### src/rtl/mont_seq_ctrl_if.sv
// Handshake and operand bus for the Montgomery sequencer.
// Signals: start/X/Y/M go from the requester to the engine;
//          busy/done/err/result come back from the engine.
// Purpose: groups the request/operand and completion/result signals of mont_seq_ctrl.
// Latency: none (wiring only).
// Backpressure: none; the requester watches busy/done before issuing start.
interface mont_seq_ctrl_if #(
  parameter int N = 6
);
  logic         start;
  logic [N-1:0] X;
  logic [N-1:0] Y;
  logic [N-1:0] M;
  logic         busy;
  logic         done;
  logic         err;
  logic [N-1:0] result;

  // Requester side
  modport master (
    output start, X, Y, M,
    input  busy, done, err, result
  );

  // Engine side
  modport slave (
    input  start, X, Y, M,
    output busy, done, err, result
  );
endinterface

### src/rtl/mont_seq_ctrl.sv
// Purpose: radix-2 Montgomery multiplier sequencer; returns X*Y*2^-N mod M.
// Latency: N+1 edges from accept to done (1 edge when M is even -> err).
// Backpressure: start is only sampled in IDLE; a start while busy is dropped.
//
// Ports:
//   clk          rising-edge clock
//   rst          asynchronous active-low reset
//   bus.start    operation request, sampled only in IDLE
//   bus.X/Y/M    operands, captured on the accept edge (M must be odd)
//   bus.busy     high from the accept edge until the result edge
//   bus.done     one-cycle completion pulse; result/err valid with it
//   bus.err      raised with done when the captured modulus was even
//   bus.result   reduced product, held until the next done
module mont_seq_ctrl #(
  parameter int N = 6
) (
  input  logic          clk,
  input  logic          rst,
  mont_seq_ctrl_if.slave bus
);

  localparam int CW = (N > 1) ? $clog2(N) : 1;

  typedef enum logic [1:0] {
    IDLE   = 2'd0,
    ITER   = 2'd1,
    REDUCE = 2'd2,
    ERR    = 2'd3
  } state_t;

  state_t        state_q, state_d;
  logic [N:0]    s_q, s_d;        // partial sum, kept below 2M for in-range operands
  logic [CW-1:0] cnt_q, cnt_d;
  logic [N-1:0]  x_q, x_d;
  logic [N-1:0]  y_q, y_d;
  logic [N-1:0]  m_q, m_d;
  logic          busy_q, busy_d;
  logic          done_q, done_d;
  logic          err_q, err_d;
  logic [N-1:0]  result_q, result_d;

  // One bit-serial step. Both sums are carried at N+2 bits so the carry
  // out of S + Y + M survives until after the halving shift.
  logic [N+1:0]  t_sum;
  logic [N+1:0]  u_sum;

  always_ff @(posedge clk or negedge rst) begin
    if (!rst) begin
      state_q  <= IDLE;
      s_q      <= '0;
      cnt_q    <= '0;
      x_q      <= '0;
      y_q      <= '0;
      m_q      <= '0;
      busy_q   <= 1'b0;
      done_q   <= 1'b0;
      err_q    <= 1'b0;
      result_q <= '0;
    end else begin
      state_q  <= state_d;
      s_q      <= s_d;
      cnt_q    <= cnt_d;
      x_q      <= x_d;
      y_q      <= y_d;
      m_q      <= m_d;
      busy_q   <= busy_d;
      done_q   <= done_d;
      err_q    <= err_d;
      result_q <= result_d;
    end
  end

  always_comb begin
    state_d  = state_q;
    s_d      = s_q;
    cnt_d    = cnt_q;
    x_d      = x_q;
    y_d      = y_q;
    m_d      = m_q;
    busy_d   = busy_q;
    done_d   = 1'b0;     // done/err are single-cycle pulses
    err_d    = 1'b0;
    result_d = result_q;
    t_sum    = '0;
    u_sum    = '0;

    unique case (state_q)
      IDLE: begin
        if (bus.start) begin
          x_d     = bus.X;
          y_d     = bus.Y;
          m_d     = bus.M;
          s_d     = '0;
          cnt_d   = '0;
          busy_d  = 1'b1;
          state_d = bus.M[0] ? ITER : ERR;
        end
      end

      ITER: begin
        t_sum = {1'b0, s_q} + (x_q[cnt_q] ? {2'b00, y_q} : '0);
        // Adding M when t is odd makes the sum even, so the shift is exact.
        u_sum = t_sum + (t_sum[0] ? {2'b00, m_q} : '0);
        s_d   = (N+1)'(u_sum >> 1);
        cnt_d = cnt_q + CW'(1);
        if (cnt_q == CW'(N - 1)) begin
          state_d = REDUCE;
        end
      end

      REDUCE: begin
        if (s_q >= {1'b0, m_q}) begin
          result_d = N'(s_q - {1'b0, m_q});
        end else begin
          result_d = N'(s_q);
        end
        done_d  = 1'b1;
        busy_d  = 1'b0;
        state_d = IDLE;
      end

      ERR: begin
        result_d = '0;
        done_d   = 1'b1;
        err_d    = 1'b1;
        busy_d   = 1'b0;
        state_d  = IDLE;
      end

      default: state_d = IDLE;
    endcase
  end

  assign bus.busy   = busy_q;
  assign bus.done   = done_q;
  assign bus.err    = err_q;
  assign bus.result = result_q;

endmodule
### src/flat_wrapper.sv
// flat-port wrapper written by rule: the top's interface ports become plain ports
module mont_seq_ctrl_flat 
#(
  parameter int N = 6
)
  (clk, rst, bus_start, bus_X, bus_Y, bus_M, bus_busy, bus_done, bus_err, bus_result);
  mont_seq_ctrl_if #(.N(N)) bus_i ();
  input  logic clk;
  input  logic rst;
  input wire logic [$bits(bus_i.start)-1:0] bus_start;
  input wire logic [$bits(bus_i.X)-1:0] bus_X;
  input wire logic [$bits(bus_i.Y)-1:0] bus_Y;
  input wire logic [$bits(bus_i.M)-1:0] bus_M;
  output wire logic [$bits(bus_i.busy)-1:0] bus_busy;
  output wire logic [$bits(bus_i.done)-1:0] bus_done;
  output wire logic [$bits(bus_i.err)-1:0] bus_err;
  output wire logic [$bits(bus_i.result)-1:0] bus_result;
  assign bus_i.start = bus_start;
  assign bus_i.X = bus_X;
  assign bus_i.Y = bus_Y;
  assign bus_i.M = bus_M;
  assign bus_busy = bus_i.busy;
  assign bus_done = bus_i.done;
  assign bus_err = bus_i.err;
  assign bus_result = bus_i.result;
  mont_seq_ctrl #(.N(N)) u_core (.clk(clk), .rst(rst), .bus(bus_i));
endmodule
### config.mk
export PLATFORM = sky130hd
export DESIGN_NAME = mont_seq_ctrl_flat
export DESIGN_NICKNAME = d
export VERILOG_FILES = /design/src/rtl/mont_seq_ctrl_if.sv /design/src/rtl/mont_seq_ctrl.sv /design/src/flat_wrapper.sv
export SDC_FILE = /design/constraint.sdc
export NUM_CORES = 1
export LEC_CHECK = 0
export BUFFER_PORTS_ARGS = -buffer_cell sky130_fd_sc_hd__buf_2
export CORE_ASPECT_RATIO = 0.75
export CORE_UTILIZATION = 35
export CTS_CLUSTER_DIAMETER = 40
export CTS_CLUSTER_SIZE = 24
export DETAILED_ROUTE_END_ITERATION = 7
export PLACE_DENSITY_LB_ADDON = 0.1
export SETUP_SLACK_MARGIN = 0.1
export SYNTH_ARGS = -nofsm -noshare
export SYNTH_HDL_FRONTEND = slang
export SYNTH_SLANG_ARGS = --single-unit
### constraint.sdc
create_clock -name clk -period 4.3 [get_ports clk]
set_clock_uncertainty 0.05 [all_clocks]
set_input_delay 0.43 -clock clk [delete_from_list [all_inputs] [get_ports clk]]
set_output_delay 0.43 -clock clk [all_outputs]
set_load 0.02 [all_outputs]
# Word level (Yosys, flattened, before mapping)
# Cells that the tools add are included.
dict set report classes {
  add_sub_neg 4
  multipliers 0
  div 0
  n_lt_le_gt_ge 2
  n_eq_ne 6
  n_shift 0
  n_mux 18
  bitwise 0
  n_reduce_logical 9
}
# op n
set op_table {}
lappend op_table {{$mux W6} 3}
lappend op_table {{$pmux W7 S2} 1}
lappend op_table {{$pmux W6 S2} 1}
lappend op_table {{$add A7 B6 Y8} 1}
lappend op_table {{$add A8 B8 Y8} 1}
lappend op_table {{$reduce_and A2 Y1} 4}
lappend op_table {{$ge A7 B6 Y1} 1}
lappend op_table {{$mux W7} 1}
lappend op_table {{$mux W2} 3}
lappend op_table {{$pmux W2 S3} 1}
lappend op_table {{$pmux W3 S2} 1}
lappend op_table {{$reduce_bool A2 Y1} 3}
lappend op_table {{$sub A6 B6 Y6} 1}
lappend op_table {{$eq A2 B2 Y1 const B} 2}
lappend op_table {{$lt A3 B4 Y1 const B} 1}
lappend op_table {{$mux W1} 4}
lappend op_table {{$add A3 B1 Y3 const B} 1}
lappend op_table {{$bmux W1 S3} 1}
lappend op_table {{$eq A3 B3 Y1 const B} 1}
lappend op_table {{$mux W3} 1}
lappend op_table {{$eq A2 B1 Y1 const B} 1}
lappend op_table {{$logic_not A2 Y1} 1}
lappend op_table {{$ne A2 B1 Y1 const B} 1}
lappend op_table {{$ne A2 B2 Y1 const B} 1}
lappend op_table {{other kinds (2)} 2}
dict set report totals {
  register_bits 39
  latchBits 0
  ramBits 0
  rom_bits 0
  in_bits 21
  memories 0
}

# Longest topological paths before layout
dict set report logic_depth {
  ltp_word 7
  ltp_mapped 17
}

# Least setup slack after synthesis
# Ideal clock, no wire load.
dict set report synth_timing {
  kind {register to register}
  start {reg u_core.cnt_q[0]}
  end {reg u_core.s_q[6]}
  setup_ns 0.120
  arrival_ns 3.346
  t_required_ns 4.130
  slack_ns 0.784
  stages_incl_launch_ff 14
  synth_period_minus_slack_ns 3.516
  cell_sequence {dfrtp_1 -> mux4_2 -> nand2_1 -> o31a_1 -> nor2b_1 -> ha_1 -> fa_1 -> xor2_1 -> ha_1 -> a21oi_1 -> a21boi_0 -> o31a_2 -> o21a_4 -> a31o_1}
}
dict set report synth_between {
  elab_chain_len 7
}
# element line
set synth_lines {}
lappend synth_lines {{start, declared} mont_seq_ctrl.sv:33} ;# logic [CW-1:0] cnt_q, cnt_d;
lappend synth_lines {{start signal, assigned} mont_seq_ctrl.sv:62} ;# cnt_q <= cnt_d;
lappend synth_lines {{$bmux W1 S3 (*)} mont_seq_ctrl.sv:101} ;# t_sum = {1'b0, s_q} + (x_q[cnt_q] ? {2'b00, y_q} : '0);
lappend synth_lines {{$mux W1 (implied by the code) (*)} mont_seq_ctrl.sv:101}
lappend synth_lines {{$mux W6 (*)} mont_seq_ctrl.sv:101}
lappend synth_lines {{$add A7 B6 Y8 (*)} mont_seq_ctrl.sv:101}
lappend synth_lines {{$mux W6} mont_seq_ctrl.sv:103} ;# u_sum = t_sum + (t_sum[0] ? {2'b00, m_q} : '0);
lappend synth_lines {{$add A8 B8 Y8 (*)} mont_seq_ctrl.sv:103}
lappend synth_lines {{$pmux W7 S2 (*)} mont_seq_ctrl.sv:87} ;# unique case (state_q)
lappend synth_lines {{end signal, assigned} mont_seq_ctrl.sv:50} ;# s_q <= '0;
lappend synth_lines {{end signal, assigned} mont_seq_ctrl.sv:61} ;# s_q <= s_d;
lappend synth_lines {{end, declared} mont_seq_ctrl.sv:32} ;# logic [N:0] s_q, s_d;
# Mark *: on every way between the ends. The rest lies on a longest branch, timed or not. The select of a mux whose other input is x is not followed.
# A chain may end at the register's enable or synchronous reset.

# Worst setup path in the final report
# Same ends and word-level chain as after synthesis.

==> flow_metrics.tcl <==
set metrics [dict create \
    status "finished, violations left" \
    violations "design-rule violations" \
    route.detailed.drc 2 \
    grt_pass1_vias 1758 \
    slew_headroom 0.402 \
    numCtsBuffers 5 \
    power_leakage_nw 1.28 \
    clock_latency_ps 290 \
    area_growth_pct 13.6 \
    ff2ff_setup_slack_ps 480 \
    r2r_cells 13 \
    vias 1751 \
    period_share 0.889 \
    final_common_cell "dfrtp_1" \
    reg2reg_to "u_core.s_q[6]" \
    ys_seq_area_frac 0.404 \
    cts_tree "yes" \
    synthesis.area_sq_um 2420 \
    initial_core_util 0.374 \
    ys.flop_type "dfrtp_1" \
    coreArea_sq_um 6470 \
    ant_nets 0 \
    worstMarginPinSlew_ps 896 \
    syn_nets 273 \
    io_pins 30 \
    worst_setup_path_start_kind "register" \
    async_flop_share 1.00 \
    fin_crit_ps 3820 \
    n_fill_cell 619 \
    fin_tns_setup_ps 0 \
    worstReg2RegStart "u_core.cnt_q[0]" \
    path_clk_slew_ps 80 \
    routed_wl_um 5170 \
    dp_cells 333 \
    utilization 0.424 \
    required_ps 4430 \
    cts_max_level 2 \
    nNetsFinal 302 \
    slew_viol_final 0 \
    synth-seq-cells 39 \
    num_antenna_cells 0 \
    post_cts_resize_count 0 \
    finalHoldViolCount 0 \
    wl_per_cell_um 15.2 \
    synth_area_leaders "dfrtp_1 40%, ha_1 9.8%, mux2_2 6.5%" \
    synth_cells 230 \
    finalSetupViolations 0 \
    crit_fanout 6 \
    ctsHoldBuffers 0 \
    drive_gt1_frac 0.239 \
    worstSetupPathType "reg2reg" \
    register_area_sq_um 976 \
    post_cts_buffers 0 \
    cts-root-buf "clkbuf_8" \
    crit_path_end_kind "register" \
    grt_max_degree 40 \
    most-common-layout-cells "39 x dfrtp_1, 29 x buf_2, 21 x nand2_1, 19 x ha_1, 14 x mux2_2" \
    antenna_found_initial 0 \
    syn_area_per_cell_sq_um 10.5 \
    rsz0062_at_grt "no" \
    timing.fmax_mhz 261 \
    first_pass_iters 6 \
    fp-row-count 25 \
    die-area_sq_um 7250 \
    power_density_nw_per_um2 946 \
    synth_edf_count 0 \
    grtUsageTotal 0.161 \
    grt_pass1_wl_um 8930 \
    gr-total-overflow 0 \
    drv_cap 0 \
    viasPerCell 5.15 \
    cts.sinks 39 \
    totalPowerFinal_mw 2.60 \
    place_hpwl_um 3940 \
    synth_top_cell_by_area "dfrtp_1" \
    crit_arrival_ps 3960 \
    cts_buffer_depth 2 \
    dr.first_iter.drc_count 59 \
    worst_ir_drop_vdd_v 0.000278 \
    final_cells 340 \
    fin_hold_ws_ps 211 \
    ys_types 51 \
    fp.dieW_um 98.0 \
    multi_input_area_sq_um 1380 \
    die_h_um 74.0 \
    gp_congestion 0.773 \
    portBuffers 29 \
    hold_class "in2async" \
    synth_top_area_share 0.404 \
    yosys_warnings 0 \
]
==> worst max path at each step <==
stage / from / endpoint / slack [ps]
final: u_core.cnt_q[0] / u_core.s_q[6] / 480
after global routing: u_core.cnt_q[0] / u_core.s_q[6] / 200
after CTS: u_core.cnt_q[0] / u_core.s_q[6] / 450
after detailed placement: u_core.cnt_q[0] / u_core.s_q[6] / 540
after global placement: u_core.cnt_q[0] / u_core.s_q[6] / 630
after floorplan: u_core.cnt_q[0] / u_core.s_q[6] / 780
==> routing by layer <==
layer / vias up / track usage / share of wire
met1: 808 / 0.230 / 0.51
met3: 11 / 0.0432 / 0.050
met5: - / 0 / 0
met2: 49 / 0.239 / 0.41
met4: 0 / 0.0488 / 0.020
li1: 883 / - / -
==> sequential cells by signal (all words and copies together) (netlist names) <==
register,cells
u_core.s_q,7
u_core.bus.result,6
u_core.m_q,6
u_core.x_q,6
u_core.y_q,6
u_core.cnt_q,3
u_core.state_q,2
u_core.bus.busy,1
u_core.bus.done,1
u_core.bus.err,1
==> where the power goes <==
group / total [mW] / switching, mW / leakage, nW / internal, mW
clock network: 0.304 / 0.135 / 0.0502 / 0.170
logic: 1.62 / 0.862 / 0.745 / 0.756
registers: 0.676 / 0.139 / 0.486 / 0.537
total: 2.60 / 1.14 / 1.28 / 1.46
==> synthesized netlist by cell type (all sizes together) (2+ instances only) <==
cell type and n:
clkbuf 4, o211ai 2, o21a 5, inv 8, mux2i 5, nor2 14
a211oi 2, nand2b 2, ha 19, a21oi 7, o2bb2ai 5, dfrtp 39
o31a 2, mux2 14, buf 4, nand2 21, nor3 2, o21ai 15
fa 3, xor2 4, and2 7, nand4 3, a21boi 2, a21o 6
o22ai 4, xnor2 6, nor2b 8, o31ai 2
==> kinds of logic after synthesis <==
group,synth area share
xor gates and xnor gates,0.0362
AOI/OAI and AO/OA,0.168
muxes,0.0952
and+or+nand+nor,0.145
buffers and inverters,0.0295
DFF,0.404
adders and majority gates,0.123
==> worst max-delay path: stages, from the launching register on <==
cell,delay (ps)
dfrtp_1,470
mux4_2,520
nand2_1,80
o31a_1,250
nor2b_1,100
ha_1,220
fa_1,430
xor2_1,180
ha_1,340
a21oi_1,220
a21boi_0,140
o31a_2,320
o21a_4,200
a31o_1,200
==> final cells by class <==
cell class | count | share of cell area
clock buffers | 5 | 0.0250
repair buffers | 30 | 0.0556
flip-flops and latches | 39 | 0.355
clock inverters | 2 | 0.0137
inverters | 9 | 0.0123
multi-input cells | 174 | 0.501
well taps | 81 | 0.0369
==> metrics by stage <==
step           cell area, sq um  setup slack [ps]
3_3_place_gp               2640               629
6_report                   2750               476
5_1_grt                    2750               202
4_1_cts                    2750               446
2_1_floorplan              2420               784
3_5_place_dp               2640               544
Note: power is estimated with default switching activity, not from simulation.
